`config.mk`:
```
export PLATFORM = sky130hd
export DESIGN_NAME = seq_shift_add_mult
export DESIGN_NICKNAME = d
export VERILOG_FILES = /design/src/rtl/seq_shift_add_mult.sv
export SDC_FILE = /design/constraint.sdc
export NUM_CORES = 1
export LEC_CHECK = 0
export ABC_AREA = 1
export ABC_CLOCK_PERIOD_IN_PS = 1400
export CORE_ASPECT_RATIO = 1.4
export CORE_UTILIZATION = 50
export DETAILED_ROUTE_END_ITERATION = 12
export PLACE_DENSITY_LB_ADDON = 0.1
export SETUP_SLACK_MARGIN = 0.5
export SLEW_MARGIN = 30
export SYNTH_ARGS = -nofsm -noshare
export SYNTH_HDL_FRONTEND = slang
export SYNTH_SLANG_ARGS = --single-unit
```
`constraint.sdc`:
```
create_clock -name clk -period 1.4 [get_ports clk]
set_input_delay 0.21 -clock clk [delete_from_list [all_inputs] [get_ports clk]]
set_output_delay 0.21 -clock clk [all_outputs]
set_load 0.005 [all_outputs]
```
`src/rtl/seq_shift_add_mult.sv`:
```
// Sequential shift-and-add multiplier, unsigned or two's-complement.
// Ports: clk, rst_n, start, sgn, A, B in; busy, done, Z (2N-bit product) out.
module seq_shift_add_mult #(
  parameter int N = 4
) (
  input  logic           clk,
  input  logic           rst_n,
  input  logic           start,
  input  logic           sgn,
  input  logic [N-1:0]   A,
  input  logic [N-1:0]   B,
  output logic           busy,
  output logic           done,
  output logic [2*N-1:0] Z
);

  typedef enum logic [1:0] {
    IDLE  = 2'd0,
    CALC  = 2'd1,
    FINAL = 2'd2
  } state_t;

  localparam int CW = (N > 1) ? $clog2(N) : 1;
  localparam logic [CW-1:0] LAST = CW'(N - 1);

  state_t state, nstate;

  logic [2*N-1:0] maga;
  logic [N-1:0]   magb;
  logic [2*N-1:0] acc;
  logic [CW-1:0]  cnt;
  logic           neg;

  logic [N-1:0]   abs_a;
  logic [N-1:0]   abs_b;

  // Magnitude of the most negative value wraps to 2^(N-1),
  // which is exact when read back as unsigned.
  always_comb begin
    abs_a = A;
    abs_b = B;
    if (sgn && A[N-1]) abs_a = ~A + 1'b1;
    if (sgn && B[N-1]) abs_b = ~B + 1'b1;
  end

  always_ff @(posedge clk or negedge rst_n) begin
    if (!rst_n) state <= IDLE;
    else        state <= nstate;
  end

  always_comb begin
    nstate = state;
    unique case (state)
      IDLE:    if (start) nstate = CALC;
      CALC:    if (cnt == LAST) nstate = FINAL;
      FINAL:   nstate = IDLE;
      default: nstate = IDLE;
    endcase
  end

  always_comb begin
    busy = 1'b0;
    unique case (state)
      IDLE:    busy = 1'b0;
      CALC:    busy = 1'b1;
      FINAL:   busy = 1'b1;
      default: busy = 1'b0;
    endcase
  end

  // maga shifts left and magb shifts right, so step i
  // tests magb[i] against magA << i without indexing.
  always_ff @(posedge clk or negedge rst_n) begin
    if (!rst_n) begin
      maga <= '0;
      magb <= '0;
      acc  <= '0;
      cnt  <= '0;
      neg  <= 1'b0;
      Z    <= '0;
      done <= 1'b0;
    end else begin
      done <= 1'b0;
      unique case (state)
        IDLE: begin
          if (start) begin
            maga <= {{N{1'b0}}, abs_a};
            magb <= abs_b;
            neg  <= sgn & (A[N-1] ^ B[N-1]);
            acc  <= '0;
            cnt  <= '0;
          end
        end
        CALC: begin
          if (magb[0]) acc <= acc + maga;
          maga <= maga << 1;
          magb <= magb >> 1;
          cnt  <= cnt + CW'(1);
        end
        FINAL: begin
          Z    <= neg ? (~acc + 1'b1) : acc;
          done <= 1'b1;
        end
        default: ;
      endcase
    end
  end

endmodule
```
* Word-level counts from Yosys, hierarchy flattened
Cells that the tools add are included.
Word-level totals: logic and storage cells 50, output and inout bits 10, flip-flop bits (word level) 34, bits of input ports 12
Cells by class: reduce and logical (&&, ||, !) cells 9, equality and inequality tests 6, $add $sub $neg 5, mux-type cells 17, bitwise operators 5
Operators by type and width (count):
- $mux 8 | 4
- $pmux 8 s2 | 2
- $mux 4 | 3
- $add 4x1->4 const B | 2
- $add 8x1->8 const B | 1
- $add 8x8->8 | 1
- $not 4->4 | 2
- $not 8->8 | 1
- $pmux 2 s2 | 2
- $pmux 4 s2 | 1
- $mux 2 | 3
- $ne 2x2->1 const B | 3
- $reduce_and 2->1 | 3
- $eq 2x2->1 const B | 2
- $reduce_and 3->1 | 1
- $add 2x1->2 const B | 1
- $eq 2x1->1 const B | 1
- $logic_and 1x1->1 | 2
- $logic_not 2->1 | 1
- $mux 1 | 2
- $reduce_bool 2->1 | 1
- $reduce_or 2->1 | 1
- $and 1x1->1 | 1
- $xor 1x1->1 | 1

* Depth between registers and ports, before layout
Gate-level depths: netlist of the first run.
word-level depth 5, gate-level depth with buffers 9, mapped depth without buffers 9

* Worst setup path before layout of the first run
No wires, ideal clock.
path type register -> register, start point reg maga[0], end point reg acc[6], stages on the path, launching flop included 9, slack -0.099 ns, setup time 0.117 ns, data arrival time 1.382 ns, data required time 1.283 ns, period minus slack after synthesis 1.499 ns, buffers on the path 0, cell sequence dfrtp_1 ha_1 fa_1 nand2_1 nand2_1 nand3b_1 nand3b_1 nand3_1 nand2_1
Between the ends: longest elaborated chain between the ends 3
Ends and longest elaborated chain:
- start: declaration | RTL line 28 | logic [2*N-1:0] maga;
- start signal: assignment | RTL line 87 | maga <= {{N{1'b0}}, abs_a};
- start signal: assignment | RTL line 96 | maga <= maga << 1;
- $add 8x8->8 | RTL line 95 | if (magb[0]) acc <= acc + maga;
- $mux 8 | RTL line 95
- $pmux 8 s2 | RTL line 84 | unique case (state)
- end signal: assignment | RTL line 95
- end: declaration | RTL line 30 | logic [2*N-1:0] acc;
No other way between the ends. The select of a mux whose other input is x is not followed. A chain may end at the register's enable or synchronous reset.

* Worst setup path after layout of the first run
start point reg acc[0], end point reg acc[6]
Between the ends: longest elaborated chain between the ends 3
Ends and longest elaborated chain (RTL line):
- $add 8x8->8 | 95
- $mux 8 | 95
- $pmux 8 s2 | 84
No other way between the ends. The select of a mux whose other input is x is not followed.

==> key figures, run 1 <==
Power
  – Clock power share: 0.108
  – Combinational share of power: 0.641
  – Design internal power: about 4000 uW
  – Worst IR Drop VDD: 0.00181 V
  – Lkg Pwr: 0.00154 uW
  – Sequential share of power: 0.250
  – Net Sw Power: slightly below 3000 uW
  – Power Density: 2290 nW/um^2
  – Net Sw Frac: 0.418

Route
  – Count of routing violations after the opening detailed-route iteration: 42
  – Overall routed net length: 5050 um
  – Count of nets left with antenna violations after detail routing: 0
  – WL/cell: 13.7 um
  – Length of the first detailed-routing pass in iterations: 4
  – Number of DRC violations after detailed routing: 0
  – Count of vias placed by the detailed router: 1965
  – Via density per instance: 5.33

Synth
  – Post-synthesis cell count: approximately 250
  – Number of nets produced by synthesis: 280
  – Avg Inst Size Synth: 7.86 um^2
  – Area of the mapped netlist: 1990 um^2
  – Yosys synthesis warning count: 0
  – Post-synthesis cell type with the largest combined area: dfrtp_1
  – Sequential-to-total area share from yosys stat: 0.428
  – Top cells by area, synth: dfrtp_1 43%, nand2_1 13%, ha_1 8.8%
  – Number of synthesized register bits: 34
  – Fraction of registers with async set or reset after synthesis: 1.00
  – Count of flip-flops with a built-in enable after synthesis: 0
  – Distinct cell type count after synthesis: 25
  – Proportion of netlist area held by the largest area contributor: 0.428
  – Most used standard cell by instance count after synthesis: nand2_1
  – Predominant post-synthesis flop cell: dfrtp_1
  – Top post-synthesis cells by count: 69 x nand2_1, 34 x dfrtp_1, 32 x inv_1

Clock tree
  – TritonCTS clock tree: yes
  – Number of buffers on the longest clock path: 2
  – TritonCTS buffer count: 5
  – H-tree depth: 2
  – CTS sink cnt: 34
  – Clock root buffer: clkbuf_8
  – Hold bufs inserted after CTS: 0
  – Register clock-pin slew on the reported worst setup and hold paths: approximately 80 ps
  – Skew-Pair Late Insertion Delay: 290 ps

Global route
  – Global Route met1 Usage: 0.279
  – Fraction of met3 tracks used by global routing: 0.0407
  – GRT met2 Usage: 0.502
  – Global route hottest layer: met2
  – Global-route wire length before repair: about 8900 um
  – Total routing usage reported by global routing: 0.268
  – Antenna violations before repair: 0
  – Overflow left after global routing: 0
  – Via count of the first global-routing pass: 2042
  – Pin count of the biggest net entering global routing: 35

Layout
  – Sequential cell area: around 850 um^2
  – Number of nets in the finished design: 353
  – Post-layout util: 0.824
  – Number of inserted diodes: 0
  – Count of filler cells inserted in the layout: 210
  – Post-synthesis to final-layout area growth: 55.0%
  – Total area of multi-input combinational cells: about 1300 um^2
  – Share of post-route cells with drive strength above 1: 0.407

Floorplan
  – Die width: about 55 um
  – Die Area: 4240 um^2
  – Placeable core region: 3740 um^2
  – Initial standard-cell utilization of the core: 0.532
  – Rows: 26
  – Number of ports placed on the die boundary: 22
  – Die Ht: around 77 um

Outcome
  – Result of the run: finished, violations left
  – Violated checks: setup timing

Worst setup path
  – Terminus of the critical flop-to-flop path: acc[6]$_DFFE_PN0P_
  – Type of element capturing the critical path: flip-flop
  – Startpoint of the most critical register-to-register path: acc[0]$_DFFE_PN0P_
  – Worst Setup Path Type: reg -> reg
  – Critical Path Fanout Max: 2
  – Data required time at the worst endpoint: 1580 ps
  – Count of cells along the worst register-to-register path: 8
  – Worst setup slack for register-to-register paths: -130 ps
  – Kind of launch point of the worst setup path: flip-flop
  – Data arrival, critical path: approximately 1700 ps
  – Crit path launch: acc[0]$_DFFE_PN0P_

Run
  – Number of max-cap violations: 0

Place
  – Post-placement setup slack: -115 ps
  – Post-detail-place hpwl: 3290 um
  – Final GP Congestion: 0.855
  – Number of port buffers: 21

STA
  – Slew Limit Headroom: 0.803
  – Time the final worst path needs with I/O delays and setup: between 1500 and 2000 ps
  – Unrepaired setup endpoints after global routing: true
  – Post-route setup TNS: -667 ps
  – Fmax achieved: around 0.65 GHz
  – Final-report hold violation count: 0
  – Layout Skew: 10.4 ps
  – Number of failing setup endpoints in the final timing report: 15
  – Number of slew-limit violations in the final report: 0
  – Share of the cycle needed by the critical path after routing: 1.09
  – Worst-case hold slack: 297 ps
  – Measured slew at the worst slew-check pin: between 200 and 300 ps
  – Setup WS post-layout: -130 ps

Worst hold path
  – Type of the most critical hold path: in -> async
-- stage by stage --
stage	instance area [um^2]	instances	power, uW
CTS	2940	360	6610
finish	3080	369	7060
floorplan	2140	253	3880
global route	3080	369	7590
global placement	2580	340	4910
detailed placement	2580	340	5000
-- state kept, by name, summed over array words and instances (netlist names) --
| name | flops |
|---|---|
| Z | 8 |
| state | 2 |
| maga | 8 |
| magb | 4 |
| done | 1 |
| neg | 1 |
| cnt | 2 |
| acc | 8 |
-- power groups by stage --
stage | Clock, uW | Combinational [uW] | Sequential (uW)
2_1_floorplan | 0 | 2190 | 1690
5_1_grt | 816 | 4950 | 1820
3_3_place_gp | 0 | 3200 | 1710
4_1_cts | 767 | 4110 | 1730
6_report | 766 | 4530 | 1770
3_5_place_dp | 0 | 3280 | 1720
-- layout by cell type, fill, tap and decap left out, types with 10 or more instances in the layout --
master / instances
nand2_1: 55
nor2_1: 13
dfrtp_1: 33
nand2_2: 10
buf_6: 21
inv_1: 24
clkdlybuf4s50_1: 11
o21ai_1: 14
buf_4: 26
nand3_1: 15
-- layout make-up --
| cell class | count | area share |
|---|---|---|
| clock buffer | 7 | 0.0280 |
| clock inverter | 1 | 0.00162 |
| inverter | 36 | 0.0519 |
| multi-input combinational | 178 | 0.413 |
| sequential | 34 | 0.276 |
| tap | 42 | 0.0170 |
| timing repair buffer | 70 | 0.211 |
| timing repair inverter | 1 | 0.00203 |
-- worst max-delay path: stages, from the launching register on --
cell,delay (ps)
dfrtp_1,390
ha_2,200
fa_2,350
nand2_2,80
nand2_2,50
nand3b_1,120
nand3b_1,90
nand3_1,100
nand2_1,60
-- how the worst max path moves through the flow --
stage	endpoint	slack, ps	cells after the start
3_3_place_gp	maga[1]$_DFFE_PN0P_	-80	7
5_1_grt	acc[6]$_DFFE_PN0P_	-230	8
4_1_cts	acc[6]$_DFFE_PN0P_	-90	8
2_1_floorplan	acc[6]$_DFFE_PN0P_	-20	8
3_5_place_dp	acc[3]$_DFFE_PN0P_	-120	9
6_report	acc[6]$_DFFE_PN0P_	-130	8
-- logic make-up (layout without fill, tap and decap cells) --
family / Yosys count / after routing / share of synthesized area
AND/OR/NAND/NOR: 108 / 108 / 0.227
AO/OA/AOI/OAI: 46 / 46 / 0.124
buffers and inverters: 41 / 115 / 0.0824
flip-flops: 34 / 34 / 0.428
adder cells (fa/ha/maj): 15 / 15 / 0.0981
XOR/XNOR: 8 / 8 / 0.0352
multiplexers: 1 / 1 / 0.00566
-- timing repair --
action	4_1_cts	5_1_grt
endpoints found under the setup margin	44	44
resized for setup	99	18
buffers inserted	10	8
pin swaps	29	12
gates cloned	2	1
-- routing by layer --
| metal | vias to the layer above | part of all wire |
|---|---|---|
| met4 | 0 | 0.032 |
| met2 | 39 | 0.56 |
| met3 | 13 | 0.022 |
| met5 | - | 0 |
| met1 | 947 | 0.38 |
| li1 | 966 | - |
(Power assumes the default switching activity.)
==> run 2, diff against run 1 <==
Settings changed: CORE_UTILIZATION 50 to 56, DONT_BUFFER_PORTS set to 1.
==> key figures, run 2 (synthesized netlist as in run 1, its figures left out) <==
Outcome
  – Result of the run: finished, violations left
  – Violated checks: hold timing, setup timing

Global route
  – Antenna violations before repair: 0 (unchanged)
  – Total routing usage reported by global routing: 0.297 (+0.0288)
  – Pin count of the biggest net entering global routing: 35 (unchanged)
  – Global-route wire length before repair: 8220 um (-8.2%)
  – Via count of the first global-routing pass: 1911 (-6.4%)
  – Overflow left after global routing: 0 (unchanged)

Layout
  – Count of filler cells inserted in the layout: 179 (-15%)
  – Post-layout util: 0.854 (+0.0300)
  – Number of nets in the finished design: 321 (-9.1%)
  – Post-synthesis to final-layout area growth: 45.1%
  – Share of post-route cells with drive strength above 1: 0.412 (+0.00484)
  – Top flop regs: Z (8), acc (8), maga (8)
  – Leading cell types in the layout, fill and taps excluded: 48 x nand2_1, 33 x dfrtp_1, 24 x inv_1, 19 x buf_4
  – Number of inserted diodes: 0 (unchanged)
  – Most common library cell in the layout ignoring fill and taps: nand2_1

Place
  – Post-detail-place hpwl: 3240 um (-1.5%)
  – Final GP Congestion: 0.850 (-0.60%)
  – Number of port buffers: 0 (-100%)
  – Post-placement setup slack: -102 ps (+13.5 ps)

Clock tree
  – Clock root buffer: clkbuf_8
  – Register clock-pin slew on the reported worst setup and hold paths: 70 ps (about the same)
  – TritonCTS clock tree: yes
  – TritonCTS buffer count: 5 (unchanged)
  – Number of buffers on the longest clock path: 2 (unchanged)
  – Skew-Pair Late Insertion Delay: 280 ps (about the same)
  – CTS sink cnt: 34 (unchanged)
  – H-tree depth: 2 (unchanged)

Power
  – Power Density: 2480 nW/um^2 (+8.4%)
  – Net Sw Power: 3110 uW (+5.3%)
  – Lkg Pwr: 0.00141 uW (-8.3%)
  – Net Sw Frac: 0.434 (+0.0159)
  – Design internal power: 4060 uW (-1.3%)
  – Combinational share of power: 0.650 (+0.009)
  – Tot Pwr: 7170 uW (+1.5%)
  – Sequential share of power: 0.255 (+0.005)
  – Worst IR Drop VDD: 0.00197 V (+9.1%)
  – Clock power share: 0.095 (-0.013)

Worst setup path
  – Slowest cell on the critical path: dfrtp_1
  – Count of cells along the worst register-to-register path: 8 (unchanged)
  – Startpoint of the most critical register-to-register path: acc[0]$_DFFE_PN0P_
  – Data arrival, critical path: 1710 ps (about the same)
  – Crit path launch: acc[0]$_DFFE_PN0P_
  – Cell-by-cell trace of the critical path: ha_2, fa_2, nand2_2, nand2_2, nand3b_1, nand3b_1, nand3_1, nand2_1
  – Buf+Inv Stages, Crit Path: 0 (unchanged)
  – Biggest cell delay along the critical path: 400 ps (about the same)
  – Critical Path Fanout Max: 2 (unchanged)
  – End point of the critical path: acc[6]$_DFFE_PN0P_
  – Type of element capturing the critical path: flip-flop
  – Kind of launch point of the worst setup path: flip-flop
  – Instance count on the critical path: 8 (unchanged)
  – Data required time at the worst endpoint: 1580 ps (about the same)
  – Worst setup slack for register-to-register paths: -130 ps (about the same)
  – Terminus of the critical flop-to-flop path: acc[6]$_DFFE_PN0P_
  – Kind of cell with the highest combined delay on the critical path: adder cells
  – Worst Setup Path Type: reg -> reg

Route
  – Length of the first detailed-routing pass in iterations: 4 (unchanged)
  – Count of nets left with antenna violations after detail routing: 0 (unchanged)
  – WL/cell: 15.8 um (+16%)
  – Overall routed net length: 5290 um (+4.7%)
  – Count of routing violations after the opening detailed-route iteration: 31 (-26%)
  – Count of vias placed by the detailed router: 1898 (-3.4%)
  – Via density per instance: 5.68 (+6.7%)
  – Number of DRC violations after detailed routing: 0 (unchanged)

Floorplan
  – Number of ports placed on the die boundary: 22 (unchanged)
  – Die width: 52.4 um (-5.3%)
  – Placeable core region: 3380 um^2 (-9.7%)
  – Rows: 25 (-3.8%)
  – Die Area: 3800 um^2 (-10%)
  – Initial standard-cell utilization of the core: 0.589 (+0.0571)
  – Die Ht: 72.5 um (-5.4%)

STA
  – Worst-case hold slack: -386 ps (-683 ps)
  – Slew Limit Headroom: 0.802 (about the same)
  – Fmax achieved: 0.655 GHz (+0.20%)
  – Layout Skew: 8.49 ps (-1.86 ps)
  – Final-report hold violation count: 34 (+34)
  – Unrepaired setup endpoints after global routing: true
  – Number of failing setup endpoints in the final timing report: 19 (+4)
  – Share of the cycle needed by the critical path after routing: 1.09 (-0.00221)
  – Number of slew-limit violations in the final report: 0 (unchanged)
  – Time the final worst path needs with I/O delays and setup: 1530 ps (-3.09 ps)
  – Setup WS post-layout: -127 ps (+3.09 ps)
  – Measured slew at the worst slew-check pin: 297 ps (+0.943 ps)

Worst hold path
  – Type of the most critical hold path: in -> async

Run
  – Number of max-cap violations: 0 (unchanged)
[run 2: cell types whose count changed in the layout (fill, tap and decap cells not counted), moves of 3 or more]
cell             previous run  this run
clkdlybuf4s50_1            11         0
buf_2                       9         0
buf_4                      26        19
nand2_1                    55        48
buf_6                      21        15
nand2_4                     4         8
nand2_2                    10        13
o21ai_1                    14        11
o21ai_2                     9        12
[run 2: worst min-delay path by stage]
stage                              end
finish                Z[4]$_DFFE_PN0P_
CTS                   Z[4]$_DFFE_PN0P_
floorplan             Z[0]$_DFFE_PN0P_
global route        acc[1]$_DFFE_PN0P_
global placement      Z[1]$_DFFE_PN0P_
detailed placement      done$_DFF_PN0_
[run 2: area by class of cell]
class	instances	area [um^2]	area share
well taps	40	50.0	0.0173
repair buffers	38	394	0.137
clock buffers	7	76.3	0.0264
flip-flops and latches	34	852	0.295
inverters	36	160	0.0555
multi-input cells	178	1350	0.467
repair inverters	1	6.26	0.00217
[run 2: power groups by stage]
| stage | registers [uW] | logic [uW] | clock network (uW) |
|---|---|---|---|
| 2_1_floorplan | 1690 | 2190 | 0 |
| 3_3_place_gp | 1730 | 2910 | 0 |
| 3_5_place_dp | 1750 | 2990 | 0 |
| 4_1_cts | 1790 | 3910 | 685 |
| 5_1_grt | 1880 | 5030 | 725 |
| 6_report | 1830 | 4660 | 678 |
[run 2: repair_timing]
item,4_1_cts,5_1_grt
gates cloned,3,0
pin swaps,16,13
setup buffers,5,7
endpoints found under the setup margin,35,44
resized for setup,61,33
hold endpoints to repair,34,34
[run 2: layer usage]
metal	up-vias	GRT usage	wire (um)
met2	54	0.539	2960
met5	-	0	0
met3	16	0.0650	161
met1	927	0.304	2020
met4	0	0.161	147
li1	901	-	-
[run 2: per-stage QoR]
stage | instances | setup TNS [ps] | area [um^2]
after floorplan | 253 | -23.0 | 2140
after global placement | 312 | -57.6 | 2320
after detailed placement | 312 | -241 | 2320
after CTS | 327 | -430 | 2700
after global routing | 334 | -2160 | 2890
final | 334 | -835 | 2890
[run 2: worst register-to-register path, delay by kind of cell (launching register included)]
family        cells  cell delay [ps]
fa+ha+maj         2              550
simple gates      6              490
flops             1              400
==> run 3, diff against run 2 <==
Settings changed: PLACE_DENSITY set to 0.74, PLACE_DENSITY_LB_ADDON 0.1 to unset, REMOVE_ABC_BUFFERS set to 1, SETUP_SLACK_MARGIN 0.5 to unset.
==> key figures, run 3 (synthesized netlist as in run 1, its figures left out) <==
Outcome
  – Result of the run: finished, violations left
  – Violated checks: setup timing

STA
  – Final-report hold violation count: 0 (-100%)
  – Post-route setup TNS: -466 ps (+368 ps)
  – Measured slew at the worst slew-check pin: 363 ps (+66.1 ps)
  – Layout Skew: 7.01 ps (-1.47 ps)
  – Slew Limit Headroom: 0.758 (-0.0441)
  – Share of the cycle needed by the critical path after routing: 1.08 (-0.0112)
  – Number of slew-limit violations in the final report: 0 (unchanged)
  – Time the final worst path needs with I/O delays and setup: 1510 ps (-15.7 ps)
  – Number of failing setup endpoints in the final timing report: 9 (-10)
  – Unrepaired setup endpoints after global routing: true
  – Fmax achieved: 0.662 GHz (+1.0%)
  – Setup WS post-layout: -111 ps (+15.7 ps)

Layout
  – Leading cell types in the layout, fill and taps excluded: 67 x nand2_1, 34 x dfrtp_1, 27 x inv_1, 27 x buf_4, 16 x nand3_1
  – Area of all placed cells without fillers: 2510 um^2 (-13%)
  – Number of nets in the finished design: 313 (-2.5%)
  – Share of post-route cells with drive strength above 1: 0.251 (-0.161)
  – Top flop regs: Z (8), acc (8), maga (8)
  – Number of inserted diodes: 0 (unchanged)
  – Most common library cell in the layout ignoring fill and taps: nand2_1
  – Post-synthesis to final-layout area growth: 26.2%

Route
  – Count of routing violations after the opening detailed-route iteration: 30 (-3.2%)
  – Count of vias placed by the detailed router: 1749 (-7.9%)
  – Overall routed net length: 4330 um (-18%)
  – Number of DRC violations after detailed routing: 0 (unchanged)
  – WL/cell: 13.3 um (-16%)
  – Count of nets left with antenna violations after detail routing: 0 (unchanged)
  – Length of the first detailed-routing pass in iterations: 4 (unchanged)
  – Via density per instance: 5.35 (-5.9%)

Clock tree
  – Number of buffers on the longest clock path: 2 (unchanged)
  – Clock root buffer: clkbuf_8
  – CTS sink cnt: 34 (unchanged)
  – TritonCTS clock tree: yes
  – H-tree depth: 2 (unchanged)
  – Skew-Pair Late Insertion Delay: 290 ps (about the same)
  – Register clock-pin slew on the reported worst setup and hold paths: 80 ps (about the same)
  – TritonCTS buffer count: 5 (unchanged)

Place
  – Post-placement setup slack: -184 ps (-81.9 ps)
  – Final GP Congestion: 0.823 (-3.2%)
  – Post-detail-place hpwl: 3030 um (-6.5%)
  – Number of port buffers: 0 (unchanged)
  – Cell area after placement: 2210 um^2 (-5.0%)

Worst setup path
  – Data required time at the worst endpoint: 1580 ps (about the same)
  – Data arrival, critical path: 1690 ps (-20 ps)
  – Count of cells along the worst register-to-register path: 8 (unchanged)
  – Worst Setup Path Type: reg -> reg
  – Terminus of the critical flop-to-flop path: acc[6]$_DFFE_PN0P_
  – Startpoint of the most critical register-to-register path: acc[0]$_DFFE_PN0P_
  – Kind of launch point of the worst setup path: flip-flop
  – Worst setup slack for register-to-register paths: -110 ps (+20 ps)
  – Critical Path Fanout Max: 2 (unchanged)
  – Type of element capturing the critical path: flip-flop

Global route
  – Via count of the first global-routing pass: 1648 (-14%)
  – Antenna violations before repair: 0 (unchanged)
  – Total routing usage reported by global routing: 0.251 (-0.0456)
  – Pin count of the biggest net entering global routing: 35 (unchanged)
  – Overflow left after global routing: 0 (unchanged)
  – Global-route wire length before repair: 6940 um (-16%)

Floorplan
  – Die Ht: 72.5 um (unchanged)
  – Die Area: 3800 um^2 (unchanged)
  – Initial standard-cell utilization of the core: 0.589 (unchanged)
  – Placeable core region: 3380 um^2 (unchanged)
  – Number of ports placed on the die boundary: 22 (unchanged)
  – Rows: 25 (unchanged)
  – Die width: 52.4 um (unchanged)

Worst hold path
  – Min-Delay Endpoint: neg$_DFFE_PN0P_
  – Type of the most critical hold path: in -> reg
  – Worst min-delay path startpoint: sgn
  – Number of instances on the worst hold path: 2

Run
  – Number of max-cap violations: 0 (unchanged)

Power
  – Worst IR Drop VDD: 0.00167 V (-15%)
  – Lkg Pwr: 0.00128 uW (-9.6%)
  – Power Density: 2320 nW/um^2 (-6.6%)
## run 3: changes by cell type in the layout (fill, tap and decap cells not counted), sizes merged
cell         before  now
clkinvlp          0    1
bufinv            0    1
clkinv            1    0
buf              38   30
clkbuf            7    6
dlygate4sd3       0    1
## run 3: power breakdown
part / switching [uW] / total [uW] / internal (uW)
sequential: 342 / 1740 / 1400
combinational: 1740 / 3180 / 1430
clock: 370 / 901 / 531
## run 3: per-stage QoR
stage | cells | power (uW) | hold WS [ps] | util
after floorplan | 248 | 3350 | -85.6 | -
after global placement | 314 | 4260 | -84.7 | 0.653
after detailed placement | 314 | 4330 | -84.8 | 0.653
after CTS | 325 | 5470 | 79.4 | 0.716
after global routing | 327 | 6280 | 87.1 | 0.743
final | 327 | 5820 | 65.1 | 0.743
## run 3: worst max-delay path by stage
| stage | from | endpoint | slack [ps] | cells after the start |
|---|---|---|---|---|
| after floorplan | state[1]$_DFFE_PN0P_ | acc[4]$_DFFE_PN0P_ | -440 | 9 |
| after global placement | maga[0]$_DFFE_PN0P_ | acc[6]$_DFFE_PN0P_ | -160 | 8 |
| after detailed placement | maga[0]$_DFFE_PN0P_ | acc[6]$_DFFE_PN0P_ | -180 | 8 |
| after CTS | acc[0]$_DFFE_PN0P_ | acc[6]$_DFFE_PN0P_ | -100 | 8 |
| after global routing | acc[0]$_DFFE_PN0P_ | acc[6]$_DFFE_PN0P_ | -220 | 8 |
| final | acc[0]$_DFFE_PN0P_ | acc[6]$_DFFE_PN0P_ | -110 | 8 |
## run 3: final cells by class
cell class	count	area (um^2)
timing repair buffer	31	249
inverter	36	140
clock inverter	2	37.5
clock buffer	6	72.6
fill	264	867
multi-input combinational	178	1110
tap	40	50.0
sequential	34	851
## run 3: per-layer routing
| metal | global-route usage | wire length, um |
|---|---|---|
| met1 | 0.290 | 1830 |
| met2 | 0.443 | 2270 |
| met3 | 0.0524 | 126 |
| met4 | 0.0965 | 107 |
| met5 | 0 | 0 |
## run 3: repair_timing
action | 4_1_cts | 5_1_grt
hold endpoints to repair | 34 | 0
resized for setup | 13 | 29
setup buffers | 1 | 1
cloned | 0 | 1
endpoints found under the setup margin | 13 | 20
pin swaps | 4 | 5
hold buffers | 2 | 0
## run 3: worst max-delay path: stages, from the launching register on
cell and delay, ps:
dfrtp_1 390, ha_2 190, fa_2 360, nand2_2 80, nand2_2 50, nand3b_1 100, nand3b_1 90, nand3_1 80
nand2_1 50
